==> src/rtl/data_sync_mc_pkg.sv <==
// Shared constants and helpers for the multi-channel CDC synchroniser.
// Optional overflow tracking is enabled with DATA_SYNC_MC_OVF_EN.
package data_sync_mc_pkg;

    localparam int MODE_LEVEL  = 0;
    localparam int MODE_TOGGLE = 1;
    localparam int MAX_CH      = 16;

    function automatic int ch_w(input int n);
        return (n <= 2) ? 1 : $clog2(n);
    endfunction

endpackage

==> src/rtl/data_sync_mc_chan.sv <==
// One CDC channel: enable synchroniser, edge detect, holding register.
// DATA_SYNC_MC_OVF_EN adds a sticky overflow bit with clear input.
module data_sync_mc_chan
    import data_sync_mc_pkg::*;
#(
    parameter int NUM_STAGES  = 2,
    parameter int BUS_WIDTH   = 8,
    parameter int TOGGLE_MODE = MODE_LEVEL
) (
    input  logic                 CLK,
    input  logic                 RST,
    input  logic [BUS_WIDTH-1:0] unsync_bus,
    input  logic                 bus_enable,
    input  logic                 grant,
    output logic [BUS_WIDTH-1:0] hold_data,
    output logic                 hold_valid
`ifdef DATA_SYNC_MC_OVF_EN
    ,
    input  logic                 ovf_clr,
    output logic                 ovf_flag
`endif
);

    generate
        if (NUM_STAGES < 2) begin : g_bad_stages
            $error("NUM_STAGES must be at least 2");
        end
    endgenerate

    logic [NUM_STAGES-1:0] sync_q;
    logic                  s;
    logic                  s_d;
    logic                  evt;

    assign s   = sync_q[NUM_STAGES-1];
    assign evt = (TOGGLE_MODE == MODE_TOGGLE) ? (s ^ s_d) : (s & ~s_d);

    always_ff @(posedge CLK or negedge RST) begin
        if (!RST) begin
            sync_q <= '0;
            s_d    <= 1'b0;
        end else begin
            sync_q <= {sync_q[NUM_STAGES-2:0], bus_enable};
            s_d    <= s;
        end
    end

    // A fresh event beats a same-cycle grant so the newest word is kept.
    always_ff @(posedge CLK or negedge RST) begin
        if (!RST) begin
            hold_data  <= '0;
            hold_valid <= 1'b0;
        end else if (evt) begin
            hold_data  <= unsync_bus;
            hold_valid <= 1'b1;
        end else if (grant) begin
            hold_valid <= 1'b0;
        end
    end

`ifdef DATA_SYNC_MC_OVF_EN
    always_ff @(posedge CLK or negedge RST) begin
        if (!RST) begin
            ovf_flag <= 1'b0;
        end else if (evt && hold_valid && !grant) begin
            ovf_flag <= 1'b1;
        end else if (ovf_clr) begin
            ovf_flag <= 1'b0;
        end
    end
`endif

endmodule

==> src/rtl/data_sync_mc.sv <==
// Multi-channel CDC receiver merged round-robin onto one valid/ready stream.
// Define DATA_SYNC_MC_OVF_EN to expose ovf_flag/ovf_clr.
module data_sync_mc
    import data_sync_mc_pkg::*;
#(
    parameter  int NUM_STAGES  = 2,
    parameter  int BUS_WIDTH   = 8,
    parameter  int NUM_CH      = 4,
    parameter  int TOGGLE_MODE = MODE_LEVEL,
    localparam int CH_W        = ch_w(NUM_CH)
) (
    input  logic                        CLK,
    input  logic                        RST,
    input  logic [NUM_CH*BUS_WIDTH-1:0] unsync_bus,
    input  logic [NUM_CH-1:0]           bus_enable,
    output logic [BUS_WIDTH-1:0]        sync_bus,
    output logic [CH_W-1:0]             sync_ch,
    output logic                        sync_valid,
    input  logic                        sync_ready
`ifdef DATA_SYNC_MC_OVF_EN
    ,
    output logic [NUM_CH-1:0]           ovf_flag,
    input  logic [NUM_CH-1:0]           ovf_clr
`endif
);

    generate
        if (NUM_CH < 1 || NUM_CH > MAX_CH) begin : g_bad_ch
            $error("NUM_CH out of range");
        end
    endgenerate

    logic [NUM_CH-1:0][BUS_WIDTH-1:0] hold_data;
    logic [NUM_CH-1:0]                hold_valid;
    logic [NUM_CH-1:0]                grant;
    logic [CH_W-1:0]                  rr_ptr;
    logic [CH_W-1:0]                  gnt_idx;
    logic [CH_W-1:0]                  scan_idx;
    logic                             found;
    logic                             load;

    for (genvar c = 0; c < NUM_CH; c++) begin : g_chan
        data_sync_mc_chan #(
            .NUM_STAGES (NUM_STAGES),
            .BUS_WIDTH  (BUS_WIDTH),
            .TOGGLE_MODE(TOGGLE_MODE)
        ) u_chan (
            .CLK       (CLK),
            .RST       (RST),
            .unsync_bus(unsync_bus[c*BUS_WIDTH +: BUS_WIDTH]),
            .bus_enable(bus_enable[c]),
            .grant     (grant[c]),
            .hold_data (hold_data[c]),
            .hold_valid(hold_valid[c])
`ifdef DATA_SYNC_MC_OVF_EN
            ,
            .ovf_clr   (ovf_clr[c]),
            .ovf_flag  (ovf_flag[c])
`endif
        );
    end

    // Scan from the pointer so the first hit is the round-robin winner.
    always_comb begin
        gnt_idx  = '0;
        scan_idx = '0;
        found    = 1'b0;
        for (int i = 0; i < NUM_CH; i++) begin
            scan_idx = CH_W'((int'(rr_ptr) + i) % NUM_CH);
            if (!found && hold_valid[scan_idx]) begin
                found   = 1'b1;
                gnt_idx = scan_idx;
            end
        end
        load  = found && (!sync_valid || sync_ready);
        grant = load ? (NUM_CH'(1) << gnt_idx) : '0;
    end

    always_ff @(posedge CLK or negedge RST) begin
        if (!RST) begin
            sync_bus   <= '0;
            sync_ch    <= '0;
            sync_valid <= 1'b0;
            rr_ptr     <= '0;
        end else if (load) begin
            sync_bus   <= hold_data[gnt_idx];
            sync_ch    <= gnt_idx;
            sync_valid <= 1'b1;
            rr_ptr     <= CH_W'((int'(gnt_idx) + 1) % NUM_CH);
        end else if (sync_ready) begin
            sync_valid <= 1'b0;
        end
    end

endmodule

==> config.mk <==
export PLATFORM = sky130hd
export DESIGN_NAME = data_sync_mc
export DESIGN_NICKNAME = d
export VERILOG_FILES = /design/src/rtl/data_sync_mc_pkg.sv /design/src/rtl/data_sync_mc_chan.sv /design/src/rtl/data_sync_mc.sv
export SDC_FILE = /design/constraint.sdc
export NUM_CORES = 1
export LEC_CHECK = 0
export ABC_AREA = 1
export CELL_PAD_IN_SITES_DETAIL_PLACEMENT = 1
export CELL_PAD_IN_SITES_GLOBAL_PLACEMENT = 2
export CORE_MARGIN = 2
export CORE_UTILIZATION = 37
export DETAILED_ROUTE_END_ITERATION = 7
export DONT_BUFFER_PORTS = 1
export PLACE_DENSITY = 0.84
export SKIP_CTS_REPAIR_TIMING = 1
export SLEW_MARGIN = 5
export SYNTH_ARGS = -nofsm -noshare
export SYNTH_HDL_FRONTEND = slang
export SYNTH_SLANG_ARGS = --single-unit
==> constraint.sdc <==
create_clock -name CLK -period 2.1 [get_ports CLK]
set_input_delay 0.21 -clock CLK [delete_from_list [all_inputs] [get_ports CLK]]
set_output_delay 0.21 -clock CLK [all_outputs]
set_load 0.01 [all_outputs]
==> flow_results.xml <==
<?xml version="1.0" encoding="UTF-8"?>
<metrics>
  <group name="clock_network">
    <metric name="clkTransAtPathRegs" unit="ns">0.08</metric>
    <metric name="cts.htree.levels" unit="">3</metric>
    <metric name="clk-insertion-delay-late" unit="ns">0.34</metric>
    <metric name="tritoncts.num_buffers" unit="">9</metric>
    <metric name="tritoncts" unit="">done</metric>
    <metric name="clock-root-buffer" unit="">sky130_fd_sc_hd__clkbuf_8</metric>
    <metric name="cts_max_path_buffers" unit="">2</metric>
    <metric name="cts_num_sinks" unit="">61</metric>
  </group>
  <group name="critical_path">
    <metric name="critical_path_required" unit="ns">2.31</metric>
    <metric name="crit_slowest_cell" unit="">sky130_fd_sc_hd__dfrtp_2</metric>
    <metric name="critical-path-top-cell-by-count" unit="">sky130_fd_sc_hd__nand2_1</metric>
    <metric name="worst-path-buf-inv" unit="">2</metric>
    <metric name="critPathLaunchType" unit="">flop</metric>
    <metric name="critPathMaxStageDelay" unit="ns">0.45</metric>
    <metric name="worst_setup_path_end_kind" unit="">flop</metric>
    <metric name="critPathTopFamily" unit="">simple AND/OR/NAND/NOR gates</metric>
    <metric name="critical_path_arrival" unit="ns">2.16</metric>
    <metric name="list_of_cells_traversed_by_the_critical_path" unit="">buf_4, nand2_1, nand2_1, nand2_1, nand2_1, nor2_4, nand3_2, nand2_4, nand2_8, nor2_4, inv_2, o21ai_1, nand2_1</metric>
    <metric name="crit_path_max_fanout" unit="">10</metric>
    <metric name="worstSetupPathType" unit="">reg -&gt; reg</metric>
  </group>
  <group name="route">
    <metric name="vias" unit="">2166</metric>
    <metric name="detail_route.vias_per_cell" unit="">4.89</metric>
    <metric name="route.detailed.drc" unit="">0</metric>
    <metric name="detail_route.iter0.violations" unit="">84</metric>
    <metric name="detailedRoute.firstPassIterationCount" unit="">4</metric>
    <metric name="routed_wirelength" unit="um">6990</metric>
    <metric name="postRouteAntennaNets" unit="">0</metric>
    <metric name="avgRoutedWirePerCell" unit="um">15.8</metric>
  </group>
  <group name="status">
    <metric name="run_status" unit="">complete, no violations</metric>
  </group>
  <group name="sta">
    <metric name="final.setup_skew" unit="ns">0.0104</metric>
    <metric name="drv_slew" unit="">0</metric>
    <metric name="setup_violations" unit="">0</metric>
    <metric name="fin_tns_setup" unit="ns">0</metric>
    <metric name="final.min_clock_period" unit="ns">1.95</metric>
    <metric name="fmax" unit="MHz">513</metric>
    <metric name="timing.slew.headroom" unit="%">64.0</metric>
    <metric name="timing_hold_violations_final" unit="">0</metric>
    <metric name="final.period_utilization" unit="%">92.8</metric>
    <metric name="final.setup.worst_slack" unit="ns">0.150</metric>
    <metric name="grt_setup_unrepaired" unit="">no</metric>
    <metric name="tightestPinTransition" unit="ns">0.539</metric>
  </group>
  <group name="global_routing">
    <metric name="top_usage_layer" unit="">met2</metric>
    <metric name="grt_antenna_before_repair" unit="">0</metric>
    <metric name="overflow" unit="">0</metric>
    <metric name="grt_pass1_wl" unit="um">11300</metric>
    <metric name="use_met1" unit="%">20.7</metric>
    <metric name="grt_pass1_vias" unit="">2258</metric>
    <metric name="global_route_met3_utilization" unit="%">4.09</metric>
    <metric name="gr-usage-met2" unit="%">31.0</metric>
    <metric name="grt_start_max_net_pins" unit="">62</metric>
    <metric name="grt_use_total" unit="%">17.7</metric>
  </group>
  <group name="floorplan">
    <metric name="chipHeight" unit="um">90.6</metric>
    <metric name="placement_rows" unit="">31</metric>
    <metric name="floorplan.initialDensity" unit="%">38.3</metric>
    <metric name="overall_die_width" unit="um">90.6</metric>
    <metric name="dieArea" unit="mm^2">0.00822</metric>
    <metric name="core_region_area" unit="mm^2">0.00725</metric>
    <metric name="ioPinCount" unit="">50</metric>
  </group>
  <group name="placed_design">
    <metric name="dp_hpwl" unit="um">4940</metric>
    <metric name="placed_cells_incl_taps" unit="">413</metric>
    <metric name="preCtsSetupSlack" unit="ns">0.0994</metric>
    <metric name="buffer_ports.inserted" unit="">0</metric>
    <metric name="globalplace.congestion" unit="">0.840</metric>
  </group>
  <group name="synth">
    <metric name="synth_sequential_area_ratio" unit="%">55.0</metric>
    <metric name="syn_nets" unit="">356</metric>
    <metric name="synth-seq-cells" unit="">61</metric>
    <metric name="synth.yosys.warnings" unit="">0</metric>
    <metric name="avgSynthCellArea" unit="um^2">8.76</metric>
    <metric name="synthesis.instances" unit="">317</metric>
    <metric name="netlist_area" unit="mm^2">0.00278</metric>
    <metric name="synthDistinctLibCells" unit="">20</metric>
  </group>
  <group name="cells_and_area">
    <metric name="net_count_final" unit="">378</metric>
    <metric name="post_route_non_filler_standard_cell_count" unit="">443</metric>
    <metric name="antenna_cells_inserted" unit="">0</metric>
    <metric name="final_core_utilization" unit="%">46.0</metric>
    <metric name="fillCellCount" unit="">860</metric>
    <metric name="area_delta_synth_final" unit="%">20.0</metric>
    <metric name="multi_input_area" unit="mm^2">0.00109</metric>
    <metric name="area.sequential" unit="mm^2">0.00153</metric>
    <metric name="drive_above_1_share" unit="%">18.9</metric>
  </group>
  <group name="worst_hold_path">
    <metric name="min-delay-path-class" unit="">in -&gt; reg</metric>
  </group>
  <group name="power_and_ir_drop">
    <metric name="p_per_area" unit="mW/mm^2">1730</metric>
    <metric name="design_power_total" unit="uW">5750</metric>
    <metric name="leakage" unit="uW">0.00166</metric>
    <metric name="power.ir.vdd_worst" unit="V">0.000739</metric>
  </group>
  <group name="flow_run">
    <metric name="cap_violations" unit="">0</metric>
  </group>
</metrics>
## cells in the mapped netlist
| library cell | instances | area, um^2 |
|---|---|---|
| sky130_fd_sc_hd__nand2_4 | 1 | 11.3 |
| sky130_fd_sc_hd__o211ai_1 | 1 | 7.51 |
| sky130_fd_sc_hd__buf_2 | 2 | 10.0 |
| sky130_fd_sc_hd__nor2_1 | 25 | 93.8 |
| sky130_fd_sc_hd__nand4_1 | 1 | 6.26 |
| sky130_fd_sc_hd__nand3_1 | 46 | 230 |
| sky130_fd_sc_hd__mux2_2 | 13 | 146 |
| sky130_fd_sc_hd__nor2_4 | 4 | 45.0 |
| sky130_fd_sc_hd__clkbuf_1 | 3 | 11.3 |
| sky130_fd_sc_hd__inv_1 | 33 | 124 |
| sky130_fd_sc_hd__buf_4 | 2 | 15.0 |
| sky130_fd_sc_hd__o21ai_1 | 2 | 10.0 |
| sky130_fd_sc_hd__buf_6 | 3 | 33.8 |
| sky130_fd_sc_hd__a21oi_1 | 21 | 105 |
| sky130_fd_sc_hd__nand2_2 | 8 | 50.1 |
| sky130_fd_sc_hd__inv_2 | 3 | 11.3 |
| sky130_fd_sc_hd__nand3_2 | 1 | 10.0 |
| sky130_fd_sc_hd__nand2_1 | 84 | 315 |
| sky130_fd_sc_hd__o21ai_0 | 3 | 15.0 |
| sky130_fd_sc_hd__dfrtp_1 | 61 | 1530 |
## layout make-up
type,count,area share [%]
clock inverters,7,3.71
flip-flops and latches,61,45.8
clock buffers,9,3.71
well taps,99,3.71
multi-input cells,211,32.6
repair buffers,20,6.34
inverters,36,4.13
## flip-flops by register name, indices dropped and copies added (netlist names)
| name | count |
|---|---|
| g_chan.u_chan.sync_q | 8 |
| sync_bus | 8 |
| g_chan.u_chan.hold_data | 32 |
| sync_valid | 1 |
| g_chan.u_chan.hold_valid | 4 |
| sync_ch | 2 |
| rr_ptr | 2 |
| g_chan.u_chan.s_d | 4 |
## power breakdown
part / leakage, uW / switching [uW] / internal [uW]
registers: 0.000696 / 233 / 1440
clock network: 0.000120 / 490 / 794
logic: 0.000840 / 1720 / 1070
total: 0.00166 / 2440 / 3310
## placed cells by master, fill, tap and decap left out, types with 2 or more instances in the layout
| cell type | count |
|---|---|
| sky130_fd_sc_hd__clkinv_4 | 3 |
| sky130_fd_sc_hd__nand2_4 | 4 |
| sky130_fd_sc_hd__clkbuf_8 | 9 |
| sky130_fd_sc_hd__dlygate4sd3_1 | 5 |
| sky130_fd_sc_hd__inv_1 | 33 |
| sky130_fd_sc_hd__a21oi_1 | 21 |
| sky130_fd_sc_hd__o21ai_1 | 2 |
| sky130_fd_sc_hd__buf_12 | 2 |
| sky130_fd_sc_hd__nor2_1 | 24 |
| sky130_fd_sc_hd__inv_2 | 2 |
| sky130_fd_sc_hd__nand2_1 | 83 |
| sky130_fd_sc_hd__buf_4 | 11 |
| sky130_fd_sc_hd__o21ai_0 | 3 |
| sky130_fd_sc_hd__nand2_2 | 6 |
| sky130_fd_sc_hd__bufinv_16 | 3 |
| sky130_fd_sc_hd__nor2_4 | 4 |
| sky130_fd_sc_hd__mux2_2 | 13 |
| sky130_fd_sc_hd__nand3_1 | 46 |
| sky130_fd_sc_hd__dfrtp_1 | 60 |
## per-layer routing
| layer | part of all wire, % | routed length (um) | up-vias |
|---|---|---|---|
| met2 | 55 | 3820 | 37 |
| met4 | 1.3 | 91 | 0 |
| met5 | 0 | 0 | - |
| met1 | 41 | 2840 | 1063 |
| li1 | - | - | 1059 |
| met3 | 3.4 | 235 | 7 |
## stage by stage
stage,cell area [um^2],hold slack [ns]
4_1_cts,3130,-0.454
5_1_grt,3330,0.000723
3_5_place_dp,2880,-0.0844
6_report,3330,0.0187
2_1_floorplan,2780,-0.0856
3_3_place_gp,2880,-0.0843
## cells by family (layout without fill, tap and decap cells)
logic type / count (synthesis) / after routing / synth area share, %
and+or+nand+nor: 170 / 171 / 27.4
DFF: 61 / 61 / 55.0
muxes: 13 / 13 / 5.27
buffers and inverters: 46 / 72 / 7.39
AOI/OAI and AO/OA: 27 / 27 / 4.95
## worst paths after layout
kind | slack (ns) | startpoint | depth (start not counted) | end
min in group asynchronous | 0.39 | RST | 2 | sync_bus[4]
min reg2reg | 0.35 | g_chan[3].u_chan.sync_q[0] | 0 | g_chan[3].u_chan.sync_q[1]
min | 0.02 | unsync_bus[12] | 1 | g_chan[1].u_chan.hold_data[4]
max in group asynchronous | 1.45 | RST | 2 | g_chan[2].u_chan.hold_data[4]
max reg2reg | 0.15 | rr_ptr[0] | 13 | g_chan[3].u_chan.hold_valid
max | 0.15 | rr_ptr[0] | 13 | g_chan[3].u_chan.hold_valid
(Power assumes the default switching activity.)
